### config.mk
export PLATFORM = sky130hd
export DESIGN_NAME = sfsram_ccc_apb_cfg_master
export DESIGN_NICKNAME = d
export VERILOG_FILES = /design/src/rtl/sfsram_ccc_cfg_pkg.sv /design/src/rtl/sfsram_sync2.sv /design/src/rtl/sfsram_ccc_apb_cfg_master.sv
export SDC_FILE = /design/constraint.sdc
export NUM_CORES = 1
export LEC_CHECK = 0
export CORE_MARGIN = 1.5
export CORE_UTILIZATION = 35
export DETAILED_ROUTE_END_ITERATION = 8
export SETUP_SLACK_MARGIN = 0.2
export SLEW_MARGIN = 10
export SYNTH_ARGS = -nofsm -noshare
export SYNTH_HDL_FRONTEND = slang
export SYNTH_SLANG_ARGS = --single-unit
### constraint.sdc
create_clock -name PCLK -period 2.3 [get_ports PCLK]
set_input_delay 0.575 -clock PCLK [delete_from_list [all_inputs] [get_ports PCLK]]
set_output_delay 0.575 -clock PCLK [all_outputs]
set_load 0.01 [all_outputs]
### src/rtl/sfsram_ccc_cfg_pkg.sv
// Shared definitions for the FCCC dynamic-configuration APB initiator.
//   cmd_e     : fabric command encodings on REQ_CMD
//   state_e   : control FSM states
//   CCC_ADDR_W / CCC_DATA_W : CCC configuration bus widths
//   max_int() : elaboration helper used to size the shared counter
package sfsram_ccc_cfg_pkg;

    localparam int CCC_ADDR_W = 6;
    localparam int CCC_DATA_W = 8;

    typedef enum logic [1:0] {
        CMD_READ    = 2'b00,
        CMD_WRITE   = 2'b01,
        CMD_COMMIT  = 2'b10,
        CMD_ILLEGAL = 2'b11
    } cmd_e;

    typedef enum logic [2:0] {
        ST_IDLE      = 3'd0,
        ST_SETUP     = 3'd1,
        ST_ACCESS    = 3'd2,
        ST_RESP      = 3'd3,
        ST_ARST      = 3'd4,
        ST_WAIT_LOCK = 3'd5
    } state_e;

    function automatic int max_int(input int a, input int b);
        return (a > b) ? a : b;
    endfunction

endpackage

### src/rtl/sfsram_sync2.sv
// Two-flop synchroniser for a single-bit asynchronous level.
//   clk : destination clock
//   rst : asynchronous active-high reset, both stages clear to 0
//   d   : asynchronous input
//   q   : synchronised output (two destination-clock cycles of latency)
module sfsram_sync2 (
    input  logic clk,
    input  logic rst,
    input  logic d,
    output logic q
);

    logic meta_q;
    logic sync_q;

    always_ff @(posedge clk or posedge rst) begin
        if (rst) begin
            meta_q <= 1'b0;
            sync_q <= 1'b0;
        end else begin
            meta_q <= d;
            sync_q <= meta_q;
        end
    end

    assign q = sync_q;

endmodule

### src/rtl/sfsram_ccc_apb_cfg_master.sv
// APB initiator driving the FCCC dynamic-configuration port.
// Fabric commands (read / write / commit) are accepted one at a time while
// REQ_READY is high. Reads and writes run one two-phase APB transfer (the CCC
// has no PREADY/PSLVERR). A commit pulses PLL_ARST_N low, then waits for the
// synchronised LOCK, ignoring it for a short blanking window, and reports a
// timeout error if it never arrives.
// Ports:
//   PCLK, RESET                 : clock, asynchronous active-high reset
//   REQ_VALID/READY/CMD/ADDR/WDATA : command channel (READY high only in IDLE)
//   RSP_VALID/RDATA/ERR         : one-cycle completion, read data held
//   LOCK, LOCK_STATUS, LOCK_LOST : async PLL lock, its synchronised copy, sticky loss flag
//   PRESET_N PSEL PENABLE PWRITE PADDR PWDATA PRDATA : APB to the CCC
//   PLL_ARST_N                  : CCC PLL reset, active-low
// All outputs come straight from flops.
module sfsram_ccc_apb_cfg_master
    import sfsram_ccc_cfg_pkg::*;
#(
    parameter int ARST_CYCLES  = 16,
    parameter int LOCK_BLANK   = 4,
    parameter int LOCK_TIMEOUT = 4096
) (
    input  logic                  PCLK,
    input  logic                  RESET,
    input  logic                  REQ_VALID,
    output logic                  REQ_READY,
    input  logic [1:0]            REQ_CMD,
    input  logic [CCC_ADDR_W-1:0] REQ_ADDR,
    input  logic [CCC_DATA_W-1:0] REQ_WDATA,
    output logic                  RSP_VALID,
    output logic [CCC_DATA_W-1:0] RSP_RDATA,
    output logic                  RSP_ERR,
    input  logic                  LOCK,
    output logic                  LOCK_STATUS,
    output logic                  LOCK_LOST,
    output logic                  PRESET_N,
    output logic                  PSEL,
    output logic                  PENABLE,
    output logic                  PWRITE,
    output logic [CCC_ADDR_W-1:0] PADDR,
    output logic [CCC_DATA_W-1:0] PWDATA,
    input  logic [CCC_DATA_W-1:0] PRDATA,
    output logic                  PLL_ARST_N
);

    localparam int CNT_W = $clog2(max_int(ARST_CYCLES, LOCK_TIMEOUT)) + 1;

    localparam logic [CNT_W-1:0] ARST_LAST    = CNT_W'(ARST_CYCLES - 1);
    localparam logic [CNT_W-1:0] BLANK_END    = CNT_W'(LOCK_BLANK);
    localparam logic [CNT_W-1:0] TIMEOUT_LAST = CNT_W'(LOCK_TIMEOUT - 1);
    localparam logic [CNT_W-1:0] CNT_SAT      = {CNT_W{1'b1}};

    state_e                  state_q,      state_d;
    logic [CNT_W-1:0]        cnt_q,        cnt_d;
    logic                    req_ready_q,  req_ready_d;
    logic                    rsp_valid_q,  rsp_valid_d;
    logic                    rsp_err_q,    rsp_err_d;
    logic [CCC_DATA_W-1:0]   rsp_rdata_q,  rsp_rdata_d;
    logic                    lock_lost_q,  lock_lost_d;
    logic                    lock_prev_q,  lock_prev_d;
    logic                    preset_n_q,   preset_n_d;
    logic                    psel_q,       psel_d;
    logic                    penable_q,    penable_d;
    logic                    pwrite_q,     pwrite_d;
    logic [CCC_ADDR_W-1:0]   paddr_q,      paddr_d;
    logic [CCC_DATA_W-1:0]   pwdata_q,     pwdata_d;
    logic                    pll_arst_n_q, pll_arst_n_d;

    logic lock_sync;
    logic lock_fall;
    logic in_commit;
    cmd_e req_cmd;

    sfsram_sync2 u_lock_sync (
        .clk (PCLK),
        .rst (RESET),
        .d   (LOCK),
        .q   (lock_sync)
    );

    assign req_cmd   = cmd_e'(REQ_CMD);
    assign lock_fall = lock_prev_q & ~lock_sync;
    assign in_commit = (state_q == ST_ARST) || (state_q == ST_WAIT_LOCK);

    always_comb begin
        // NOTE: every variable gets a default before the case so no path
        // leaves it unassigned; otherwise synthesis infers a latch.
        state_d      = state_q;
        cnt_d        = cnt_q;
        rsp_valid_d  = 1'b0;
        rsp_err_d    = 1'b0;
        rsp_rdata_d  = rsp_rdata_q;
        lock_lost_d  = lock_lost_q;
        lock_prev_d  = lock_sync;
        preset_n_d   = 1'b1;
        psel_d       = 1'b0;
        penable_d    = 1'b0;
        pwrite_d     = pwrite_q;
        paddr_d      = paddr_q;
        pwdata_d     = pwdata_q;
        pll_arst_n_d = 1'b1;

        unique case (state_q)
            ST_IDLE: begin
                // req_ready_q is still low on the first edge after reset, so
                // a command present then is not taken.
                if (REQ_VALID && req_ready_q) begin
                    unique case (req_cmd)
                        CMD_READ, CMD_WRITE: begin
                            state_d  = ST_SETUP;
                            psel_d   = 1'b1;
                            paddr_d  = REQ_ADDR;
                            pwrite_d = (req_cmd == CMD_WRITE);
                            pwdata_d = (req_cmd == CMD_WRITE) ? REQ_WDATA : '0;
                        end
                        CMD_COMMIT: begin
                            state_d      = ST_ARST;
                            pll_arst_n_d = 1'b0;
                            cnt_d        = '0;
                            lock_lost_d  = 1'b0;
                        end
                        default: begin
                            state_d     = ST_RESP;
                            rsp_valid_d = 1'b1;
                            rsp_err_d   = 1'b1;
                        end
                    endcase
                end
            end

            ST_SETUP: begin
                state_d   = ST_ACCESS;
                psel_d    = 1'b1;
                penable_d = 1'b1;
            end

            ST_ACCESS: begin
                // The CCC has no PREADY: every access completes in one cycle.
                state_d     = ST_RESP;
                rsp_valid_d = 1'b1;
                if (!pwrite_q) begin
                    rsp_rdata_d = PRDATA;
                end
            end

            ST_RESP: begin
                state_d = ST_IDLE;
            end

            ST_ARST: begin
                if (cnt_q == ARST_LAST) begin
                    state_d = ST_WAIT_LOCK;
                    cnt_d   = '0;
                end else begin
                    pll_arst_n_d = 1'b0;
                    cnt_d        = (cnt_q == CNT_SAT) ? cnt_q : cnt_q + CNT_W'(1);
                end
            end

            ST_WAIT_LOCK: begin
                // Lock is tested first so it wins over a coincident timeout.
                if (lock_sync && (cnt_q >= BLANK_END)) begin
                    state_d     = ST_RESP;
                    rsp_valid_d = 1'b1;
                end else if (cnt_q == TIMEOUT_LAST) begin
                    state_d     = ST_RESP;
                    rsp_valid_d = 1'b1;
                    rsp_err_d   = 1'b1;
                end else begin
                    cnt_d = (cnt_q == CNT_SAT) ? cnt_q : cnt_q + CNT_W'(1);
                end
            end

            default: begin
                state_d = ST_IDLE;
            end
        endcase

        // Placed after the case so a loss seen in IDLE overrides the clear
        // done by a commit accepted on the same edge.
        if (lock_fall && !in_commit) begin
            lock_lost_d = 1'b1;
        end

        req_ready_d = (state_d == ST_IDLE);
    end

    // NOTE: sequential state uses non-blocking assignments so every flop
    // samples pre-edge values regardless of statement order.
    always_ff @(posedge PCLK or posedge RESET) begin
        if (RESET) begin
            state_q      <= ST_IDLE;
            cnt_q        <= '0;
            req_ready_q  <= 1'b0;
            rsp_valid_q  <= 1'b0;
            rsp_err_q    <= 1'b0;
            rsp_rdata_q  <= '0;
            lock_lost_q  <= 1'b0;
            lock_prev_q  <= 1'b0;
            preset_n_q   <= 1'b0;
            psel_q       <= 1'b0;
            penable_q    <= 1'b0;
            pwrite_q     <= 1'b0;
            paddr_q      <= '0;
            pwdata_q     <= '0;
            pll_arst_n_q <= 1'b1;
        end else begin
            state_q      <= state_d;
            cnt_q        <= cnt_d;
            req_ready_q  <= req_ready_d;
            rsp_valid_q  <= rsp_valid_d;
            rsp_err_q    <= rsp_err_d;
            rsp_rdata_q  <= rsp_rdata_d;
            lock_lost_q  <= lock_lost_d;
            lock_prev_q  <= lock_prev_d;
            preset_n_q   <= preset_n_d;
            psel_q       <= psel_d;
            penable_q    <= penable_d;
            pwrite_q     <= pwrite_d;
            paddr_q      <= paddr_d;
            pwdata_q     <= pwdata_d;
            pll_arst_n_q <= pll_arst_n_d;
        end
    end

    assign REQ_READY   = req_ready_q;
    assign RSP_VALID   = rsp_valid_q;
    assign RSP_ERR     = rsp_err_q;
    assign RSP_RDATA   = rsp_rdata_q;
    assign LOCK_STATUS = lock_sync;
    assign LOCK_LOST   = lock_lost_q;
    assign PRESET_N    = preset_n_q;
    assign PSEL        = psel_q;
    assign PENABLE     = penable_q;
    assign PWRITE      = pwrite_q;
    assign PADDR       = paddr_q;
    assign PWDATA      = pwdata_q;
    assign PLL_ARST_N  = pll_arst_n_q;

endmodule
==> impl_metrics.toml <==
[die]
core_area_um2 = 6026
die_area_um2 = 6818
io_pins = 60
rows = 28
die_y_um = 82.57
start_util = 0.3677
die_w_um = 82.57

[placed_design]
gp_congestion = 0.8155
place_area_um2 = 3115
place_ws_ps = -172.9
port_buffers = 59
place_hpwl_mm = 3.738
place_inst = 360

[power_and_ir_drop]
power_per_cell_area_nw_per_um2 = 1049
finalPower_uw = 3561
ir_worst_vdd_mv = 0.7155
p_comb_frac = 0.437
switchingPower_uw = 1137
p_sw_frac = 0.3192
power_frac_clock = 0.178
p_int_uw = 2424
power.leakage_uw = 0.001468
p_seq_frac = 0.385

[cts]
cts_tree = "yes"
clock_latency_ps = 310
path_clk_slew_ps = 100
htreeDepth = 2
cts_made_buffers = 5
postCtsHoldBufs = 0
cts_max_path_buffers = 2
cts_root_buf = "clkbuf_8"
cts_sinks = 50

[cells_and_area]
drive_above_1_share = 0.2583
finalInstanceArea_um2 = 3395
syn_to_final_growth_pct = 53.19
finalNetCount = 331
n_antenna_cell = 0
utilization = 0.5633
mostFrequentLayoutCells = "59 x clkdlybuf4s50_1, 49 x dfrtp_1, 30 x buf_4, 20 x o21ai_0, 16 x inv_1"
layout_commonest_cell = "clkdlybuf4s50_1"
finalNonFillerCells = 377

[setup_path]
crit_path_start_kind = "flop"
crit_required_ps = 2530
crit_arrival_ps = 2530
crit_fanout = 3
crit_path_end_kind = "flop"
setup.worst_path.class = "reg -> reg"

[synth]
ys_warn_count = 0
syn_area_um2 = 2216
syn_avg_cell_area_um2 = 10.70
synth_fp_nets = 237
synthesis.instances = 207
synth_top_area_share = 0.5534
synth_top_family_by_area = "simple AND/OR/NAND/NOR gates"
synth_xor_area_frac = 0.003953
synth_compound_area_frac = 0.1299
ys_types = 39
synthMuxAreaShare = 0.07623
synth_area_leaders = "dfrtp_1 55%, mux2_2 7.6%, o21ai_0 4.7%, nand3_1 3.2%, inv_1 2.9%"
synth_seq_area_share = 0.5652
synth_area_leader_cell = "dfrtp_1"
synth_edf_count = 0
synthAdderAreaFrac = 0.01129
synth-seq-cells = 50
synth_ff_type = "dfrtp_1"
async_flop_share = 1.000
synthSimpleGateAreaFrac = 0.1694

[drt]
post_drt_wl_per_cell_um = 13.71
vias = 1871
topRoutingLayerUsed = "met4"
vias_per_cell = 4.963
first_pass_iters = 4
final_antenna_net_count = 0
wl_met3_um = 157
wl_mm = 5.170
drt-initial-drc-count = 108
drc = 0
wl_met1_mm = 2.334
wl_met2_mm = 2.598

[global_route]
grt_pass1_vias = 1802
antenna_found_initial = 0
grt_max_degree = 36
grt_overflow = 0
grt_pass1_wl_mm = 8.245
grt_use_total = 0.1601

[sta]
clock_skew_ps = 12.36
fin_crit_ps = 2304
final.period_utilization = 1.002
fmax_mhz = 434.1
setup_ws_ps = -3.832
rsz0062_at_grt = "yes"
hold_viol = 0
slew_violations = 0
setup-violations-final = 1

[run]
drv_cap = 0

[run_status]
outcome = "finished with violations"
violations = "negative setup slack"

[worst_hold_path]
hp-class = "reg -> reg"
[flip-flops by register name (all words and copies together), names as in the netlist, 3 cells and up]
| register | flops |
|---|---|
| cnt_q | 13 |
| PWDATA | 8 |
| RSP_RDATA | 8 |
| PADDR | 6 |
| state_q | 3 |
[per-layer routing]
metal | GRT usage | up-vias
li1 | - | 934
met1 | 0.2069 | 891
met2 | 0.2634 | 39
met3 | 0.03407 | 7
met4 | 0.05833 | 0
met5 | 0 | -
[power by group through the flow]
stage	clock network, uW	registers, uW	logic, uW
final	636	1370	1560
after global routing	686	1420	1700
after CTS	665	1370	1430
after detailed placement	0	1390	1420
after global placement	0	1370	1400
after floorplan	0	1470	574
[cell families after synthesis]
family,count (synthesis)
buffers and inverters,25
and+or+nand+nor,67
DFF,50
other,1
xor gates and xnor gates,1
adders and majority gates,2
muxes,15
AOI/OAI and AO/OA,46
[cells in the mapped netlist, types with 2 or more instances]
library cell	instances
a21o_1	2
nand4_1	4
nand2_1	9
inv_1	17
nand3_1	14
nor4_1	5
o21ai_0	21
a2111o_1	2
ha_1	2
and4_1	2
nor3_1	3
mux2_2	15
a21oi_1	11
clkbuf_1	8
dfrtp_1	49
or3_1	9
nand2b_1	4
o41a_1	2
nor2_1	8
[repair_timing]
| item | 4_1_cts | 5_1_grt |
|---|---|---|
| setup buffers | 2 | 6 |
| setup endpoints to repair | 13 | 14 |
| pin swaps | 4 | 9 |
| gates cloned | 0 | 1 |
| gates resized for setup | 1 | 21 |
[worst max-delay path: stages (launching register included)]
cell      delay [ps]
dfrtp_1          390
or4_4            570
o41a_1           420
a2111o_1         410
or3_1            320
a21oi_1          130
[final cells by class]
type	instances	area (um2)
clock buffers	5	68.82
clock inverters	3	47.55
fillers	526	2631
inverters	17	63.81
multi-input cells	132	967.2
flip-flops and latches	50	1252
well taps	75	93.84
repair buffers	95	900.9
[metrics by stage]
stage	hold slack [ps]	TNS [ps]
2_1_floorplan	331.2	0
3_3_place_gp	333.2	-1222
3_5_place_dp	337.9	-1502
4_1_cts	352.3	-18.72
5_1_grt	362.5	-77.67
6_report	353.4	-3.832
[final timing paths]
kind | slack [ps] | start | cells past startpoint | to
max in group asynchronous | 1160 | RESET | 3 | PLL_ARST_N
min | 350 | u_lock_sync.meta_q | 0 | u_lock_sync.q
min reg2reg | 350 | u_lock_sync.meta_q | 0 | u_lock_sync.q
max | -4 | cnt_q[4] | 5 | cnt_q[11]
max reg2reg | -4 | cnt_q[4] | 5 | cnt_q[11]
min in group asynchronous | 550 | RESET | 2 | PWDATA[6]
Power figures use the tool's default switching activity.
